===== config.mk =====
export PLATFORM = sky130hd
export DESIGN_NAME = ysyx_23060332_ifu
export DESIGN_NICKNAME = d
export VERILOG_FILES = /design/src/rtl/ysyx_23060332_ifu.sv
export SDC_FILE = /design/constraint.sdc
export NUM_CORES = 1
export LEC_CHECK = 0
export BUFFER_PORTS_ARGS = -buffer_cell sky130_fd_sc_hd__buf_2
export CAP_MARGIN = 5
export CORE_MARGIN = 2
export CORE_UTILIZATION = 25
export DETAILED_ROUTE_END_ITERATION = 6
export SLEW_MARGIN = 15
export SYNTH_ARGS = -nofsm -noshare
export SYNTH_HDL_FRONTEND = slang
export SYNTH_SLANG_ARGS = --single-unit

===== constraint.sdc =====
create_clock -name clk -period 2.4 [get_ports clk]
set_input_delay 0.36 -clock clk [delete_from_list [all_inputs] [get_ports clk]]
set_output_delay 0.36 -clock clk [all_outputs]
set_load 0.01 [all_outputs]

===== src/rtl/ysyx_23060332_ifu.sv =====
// rtl/ysyx_23060332_ifu.sv - instruction fetch unit: PC owner, single-outstanding word fetch, decode handoff
module ysyx_23060332_ifu #(
    parameter logic [31:0] RESET_PC = 32'h8000_0000,
    parameter logic [31:0] NOP_INST = 32'h0000_0013
) (
    input  logic        clk,
    input  logic        rst,
    output logic        mem_req_valid,
    input  logic        mem_req_ready,
    output logic [31:0] mem_req_addr,
    input  logic        mem_resp_valid,
    input  logic [31:0] mem_resp_data,
    output logic [31:0] inst_o,
    output logic [31:0] inst_addr_o,
    output logic        inst_valid,
    input  logic        inst_ready,
    input  logic        redirect_en,
    input  logic [31:0] redirect_pc,
    output logic [31:0] pc_o,
    output logic        misalign_o
);

    localparam logic [1:0] S_REQ  = 2'd0;
    localparam logic [1:0] S_WAIT = 2'd1;
    localparam logic [1:0] S_HOLD = 2'd2;

    logic [1:0]  state_q, state_d;
    logic [31:0] pc_q, pc_d;
    logic        drop_q, drop_d;
    logic        misalign_q, misalign_d;
    logic [31:0] inst_q, inst_d;
    logic [31:0] inst_addr_q, inst_addr_d;
    logic [31:0] tgt;

    assign tgt        = {redirect_pc[31:2], 2'b00};
    assign misalign_d = redirect_en && (redirect_pc[1:0] != 2'b00);

    always_comb begin
        state_d     = state_q;
        pc_d        = pc_q;
        drop_d      = drop_q;
        inst_d      = inst_q;
        inst_addr_d = inst_addr_q;
        case (state_q)
            S_REQ: begin
                if (redirect_en) begin
                    pc_d = tgt;
                end
                // A redirect racing an accepted request leaves a stale response to swallow.
                if (mem_req_ready) begin
                    state_d = S_WAIT;
                    drop_d  = redirect_en;
                end
            end
            S_WAIT: begin
                if (mem_resp_valid) begin
                    if (!drop_q && !redirect_en) begin
                        inst_d      = mem_resp_data;
                        inst_addr_d = pc_q;
                        state_d     = S_HOLD;
                    end else begin
                        drop_d  = 1'b0;
                        state_d = S_REQ;
                        if (redirect_en) begin
                            pc_d = tgt;
                        end
                    end
                end else if (redirect_en) begin
                    pc_d   = tgt;
                    drop_d = 1'b1;
                end
            end
            S_HOLD: begin
                if (redirect_en) begin
                    pc_d    = tgt;
                    state_d = S_REQ;
                end else if (inst_ready) begin
                    pc_d    = pc_q + 32'd4;
                    state_d = S_REQ;
                end
            end
            default: begin
                state_d = S_REQ;
            end
        endcase
    end

    always_ff @(posedge clk) begin
        if (rst) begin
            state_q     <= S_REQ;
            pc_q        <= RESET_PC;
            drop_q      <= 1'b0;
            misalign_q  <= 1'b0;
            inst_q      <= NOP_INST;
            inst_addr_q <= 32'h0000_0000;
        end else begin
            state_q     <= state_d;
            pc_q        <= pc_d;
            drop_q      <= drop_d;
            misalign_q  <= misalign_d;
            inst_q      <= inst_d;
            inst_addr_q <= inst_addr_d;
        end
    end

    assign mem_req_valid = !rst && (state_q == S_REQ);
    assign mem_req_addr  = pc_q;
    assign inst_valid    = !rst && (state_q == S_HOLD);
    assign inst_o        = rst ? NOP_INST : inst_q;
    assign inst_addr_o   = inst_addr_q;
    assign pc_o          = pc_q;
    assign misalign_o    = misalign_q;

endmodule


==> flow_results.xml <==
<?xml version="1.0" encoding="UTF-8"?>
<metrics>
  <group name="yosys">
    <metric name="synth_async_sr_flop_share" unit="%">0</metric>
    <metric name="synth-warning-count" unit="">0</metric>
    <metric name="netlist.area_leader.share" unit="%">39.1</metric>
    <metric name="syn-cell-area" unit="um2">4910</metric>
    <metric name="postSynth.topFlopCell" unit="">dfxtp_1</metric>
    <metric name="synth_top_area_cell" unit="">dfxtp_1</metric>
    <metric name="postSynthCellCount" unit="">649</metric>
    <metric name="ys_seq_elements" unit="">96</metric>
    <metric name="seq_area_frac_synth" unit="%">39.1</metric>
    <metric name="post-synth-top-count-cell" unit="">nand2_1</metric>
    <metric name="top_post_synthesis_cells_by_area" unit="">dfxtp_1 (39%), nand2_1 (12%), a21oi_1 (8.5%), buf_4 (6.0%), nor2b_1 (3.9%)</metric>
    <metric name="netlist_top_cells_count" unit="">nand2_1 (159), dfxtp_1 (96), a21oi_1 (83)</metric>
    <metric name="avgSynthCellArea" unit="um2">7.57</metric>
    <metric name="synth-edff-count" unit="">0</metric>
    <metric name="synthDistinctLibCells" unit="">61</metric>
  </group>
  <group name="floorplanning">
    <metric name="standard_cell_row_count" unit="">51</metric>
    <metric name="die_h" unit="um">144</metric>
    <metric name="fp.dieArea" unit="um2">20800</metric>
    <metric name="initial_util" unit="%">25.3</metric>
    <metric name="io_pins" unit="">201</metric>
    <metric name="coreArea" unit="um2">19400</metric>
    <metric name="die_w" unit="um">144</metric>
  </group>
  <group name="clock_network">
    <metric name="cts_resized" unit="">0</metric>
    <metric name="number_of_clock_sinks" unit="">96</metric>
    <metric name="cts_made_buffers" unit="">9</metric>
    <metric name="cts-root-buf" unit="">clkbuf_16</metric>
    <metric name="cts_hold_buffers" unit="">0</metric>
    <metric name="path_clk_slew" unit="ps">70</metric>
    <metric name="cts_htree_levels" unit="">3</metric>
    <metric name="cts_max_path_buffers" unit="">2</metric>
    <metric name="worst_skew_pair.late_latency" unit="ps">350</metric>
    <metric name="post_cts_setup_driven_buffer_insertion_count" unit="">0</metric>
    <metric name="cts_tree" unit="">yes</metric>
  </group>
  <group name="routing">
    <metric name="first_pass_iters" unit="">4</metric>
    <metric name="vias_per_cell" unit="">4.59</metric>
    <metric name="wire_per_inst" unit="um">14.5</metric>
    <metric name="post-route-drc-count" unit="">0</metric>
    <metric name="drt_wl_total" unit="um">15500</metric>
    <metric name="drt.antenna.violating_nets" unit="">0</metric>
    <metric name="dr.first_iter.drc_count" unit="">228</metric>
    <metric name="via_count_of_the_routed_design" unit="">4891</metric>
  </group>
  <group name="placed_design">
    <metric name="buffer_ports.inserted" unit="">194</metric>
    <metric name="dp_hpwl" unit="um">10700</metric>
    <metric name="placedInstanceArea" unit="um2">5940</metric>
    <metric name="cells_after_dpl" unit="">1050</metric>
    <metric name="post-place-ws" unit="ps">394</metric>
    <metric name="routabilityCongestion" unit="">0.777</metric>
  </group>
  <group name="finish">
    <metric name="finish.instance_area" unit="um2">6230</metric>
    <metric name="drive_gt1_share" unit="%">30.8</metric>
    <metric name="final_util" unit="%">32.1</metric>
    <metric name="n_antenna_cell" unit="">0</metric>
    <metric name="final_nets" unit="">867</metric>
    <metric name="stdcell_count" unit="">1066</metric>
    <metric name="area_growth_syn_to_layout" unit="%">26.8</metric>
  </group>
  <group name="global_routing">
    <metric name="grt_start_max_net_pins" unit="">101</metric>
    <metric name="first_pass_grt_wire_length" unit="um">23300</metric>
    <metric name="antenna_found_initial" unit="">0</metric>
    <metric name="track_usage" unit="%">14.4</metric>
    <metric name="overflow" unit="">0</metric>
    <metric name="number_of_global_route_vias_before_repair" unit="">4209</metric>
  </group>
  <group name="sta">
    <metric name="grt_setup_unrepaired" unit="">no</metric>
    <metric name="hold_violation_count_in_the_final_report" unit="">0</metric>
    <metric name="fmax" unit="GHz">0.497</metric>
    <metric name="post-route-worst-setup-slack" unit="ps">390</metric>
    <metric name="worstMarginPinSlew" unit="ps">930</metric>
    <metric name="timing.final.setup_violations" unit="">0</metric>
    <metric name="final.min_clock_period" unit="ps">2010</metric>
    <metric name="clock-skew-final" unit="ps">11.7</metric>
    <metric name="report.final.slew_viol_count" unit="">0</metric>
    <metric name="slew_headroom" unit="%">38.0</metric>
    <metric name="period_share" unit="%">83.8</metric>
    <metric name="timing.hold.ws" unit="ps">226</metric>
    <metric name="fin_setup_tns" unit="ps">0</metric>
  </group>
  <group name="pwr">
    <metric name="leakage" unit="nW">2.69</metric>
    <metric name="power.total" unit="mW">3.58</metric>
    <metric name="power.ir.vdd_worst" unit="V">0.000331</metric>
    <metric name="power.density_cell_area" unit="nW/um2">574</metric>
  </group>
  <group name="critical_path">
    <metric name="end_kind" unit="">flop</metric>
    <metric name="timing.critical_path.required" unit="ps">2630</metric>
    <metric name="worst_ep_arrival_time" unit="ps">2240</metric>
    <metric name="critPathKind" unit="">flop to flop</metric>
    <metric name="worstPathMaxFanout" unit="">27</metric>
    <metric name="timing.reg2reg.setup_slack" unit="ps">390</metric>
    <metric name="setup_crit_start_kind" unit="">flop</metric>
  </group>
  <group name="outcome">
    <metric name="result_of_the_run" unit="">complete, no violations</metric>
  </group>
  <group name="job">
    <metric name="drv.max_cap_violation_count" unit="">0</metric>
  </group>
  <group name="min_path">
    <metric name="hp-class" unit="">input port to flop</metric>
  </group>
</metrics>
[cell usage in the layout, fill, tap and decap left out, types with 3 or more instances in the layout]
master and instances:
buf_2 193, nand2_1 158, dfxtp_1 96, a21oi_1 83
nor2_1 36, nor2b_1 31, nand3_1 21, buf_4 19
o21ai_0 12, nor3_1 11, clkbuf_16 9, nand4_1 8
and3_1 8, nand2b_1 7, nor4_1 6, conb_1 6
nor3b_1 5, a21o_1 4, or3_1 4, nand3b_1 4
a211oi_1 4, a22oi_1 4, o22ai_1 4, or2_2 3
and2_1 3, a31oi_1 3, a32oi_1 3, a311oi_1 3
clkbuf_8 3, buf_12 3
[layout make-up]
class | instances | area [um2]
well taps | 265 | 332
fillers | 2120 | 13200
clock buffers | 13 | 270
clock inverters | 3 | 25.0
inverters | 2 | 7.51
repair buffers | 215 | 1170
flip-flops and latches | 96 | 1920
multi-input cells | 472 | 2510
[worst max-delay path, stage by stage, from the launching register on]
cell and delay, ps:
dfxtp_1 580, a21oi_1 170, a21o_1 510, nand2_1 190
a21oi_1 70, or3_1 370
[final timing paths]
| check | from | end | depth (start not counted) |
|---|---|---|---|
| worst max-delay path | state_q[1] | mem_req_addr[27] | 5 |
| worst min-delay path | mem_resp_data[4] | inst_q[4] | 3 |
| worst max register to register | state_q[1] | mem_req_addr[27] | 5 |
| worst min register to register | inst_q[25] | inst_q[25] | 2 |
[kinds of logic after synthesis]
group / count (synthesis) / synth area share (%)
compound gates: 140 / 17.1
fa+ha+maj: 1 / 0.255
buf+inv: 86 / 10.3
flops: 96 / 39.1
mux: 2 / 0.407
other cells: 1 / 0.0763
simple gates: 323 / 32.7
[layer usage]
metal | share of wire (%) | global-route usage (%) | vias up
met1 | 48 | 19.7 | 2245
met4 | 1.0 | 3.27 | 0
li1 | - | - | 2478
met3 | 6.1 | 3.38 | 11
met5 | 0 | 0 | -
met2 | 45 | 23.0 | 157
[report_power, final]
group / internal [mW] / leakage [nW] / switching, mW
Combinational: 0.187 / 1.76 / 0.256
Clock: 0.793 / 0.142 / 0.623
Sequential: 1.65 / 0.782 / 0.0750
[flip-flops by register name, summed over array words and instances, names as in the netlist]
register      flops
state_q           2
inst_q           32
drop_q            1
inst_addr_o      30
mem_req_addr     30
misalign_o        1
Power figures use the tool's default switching activity.
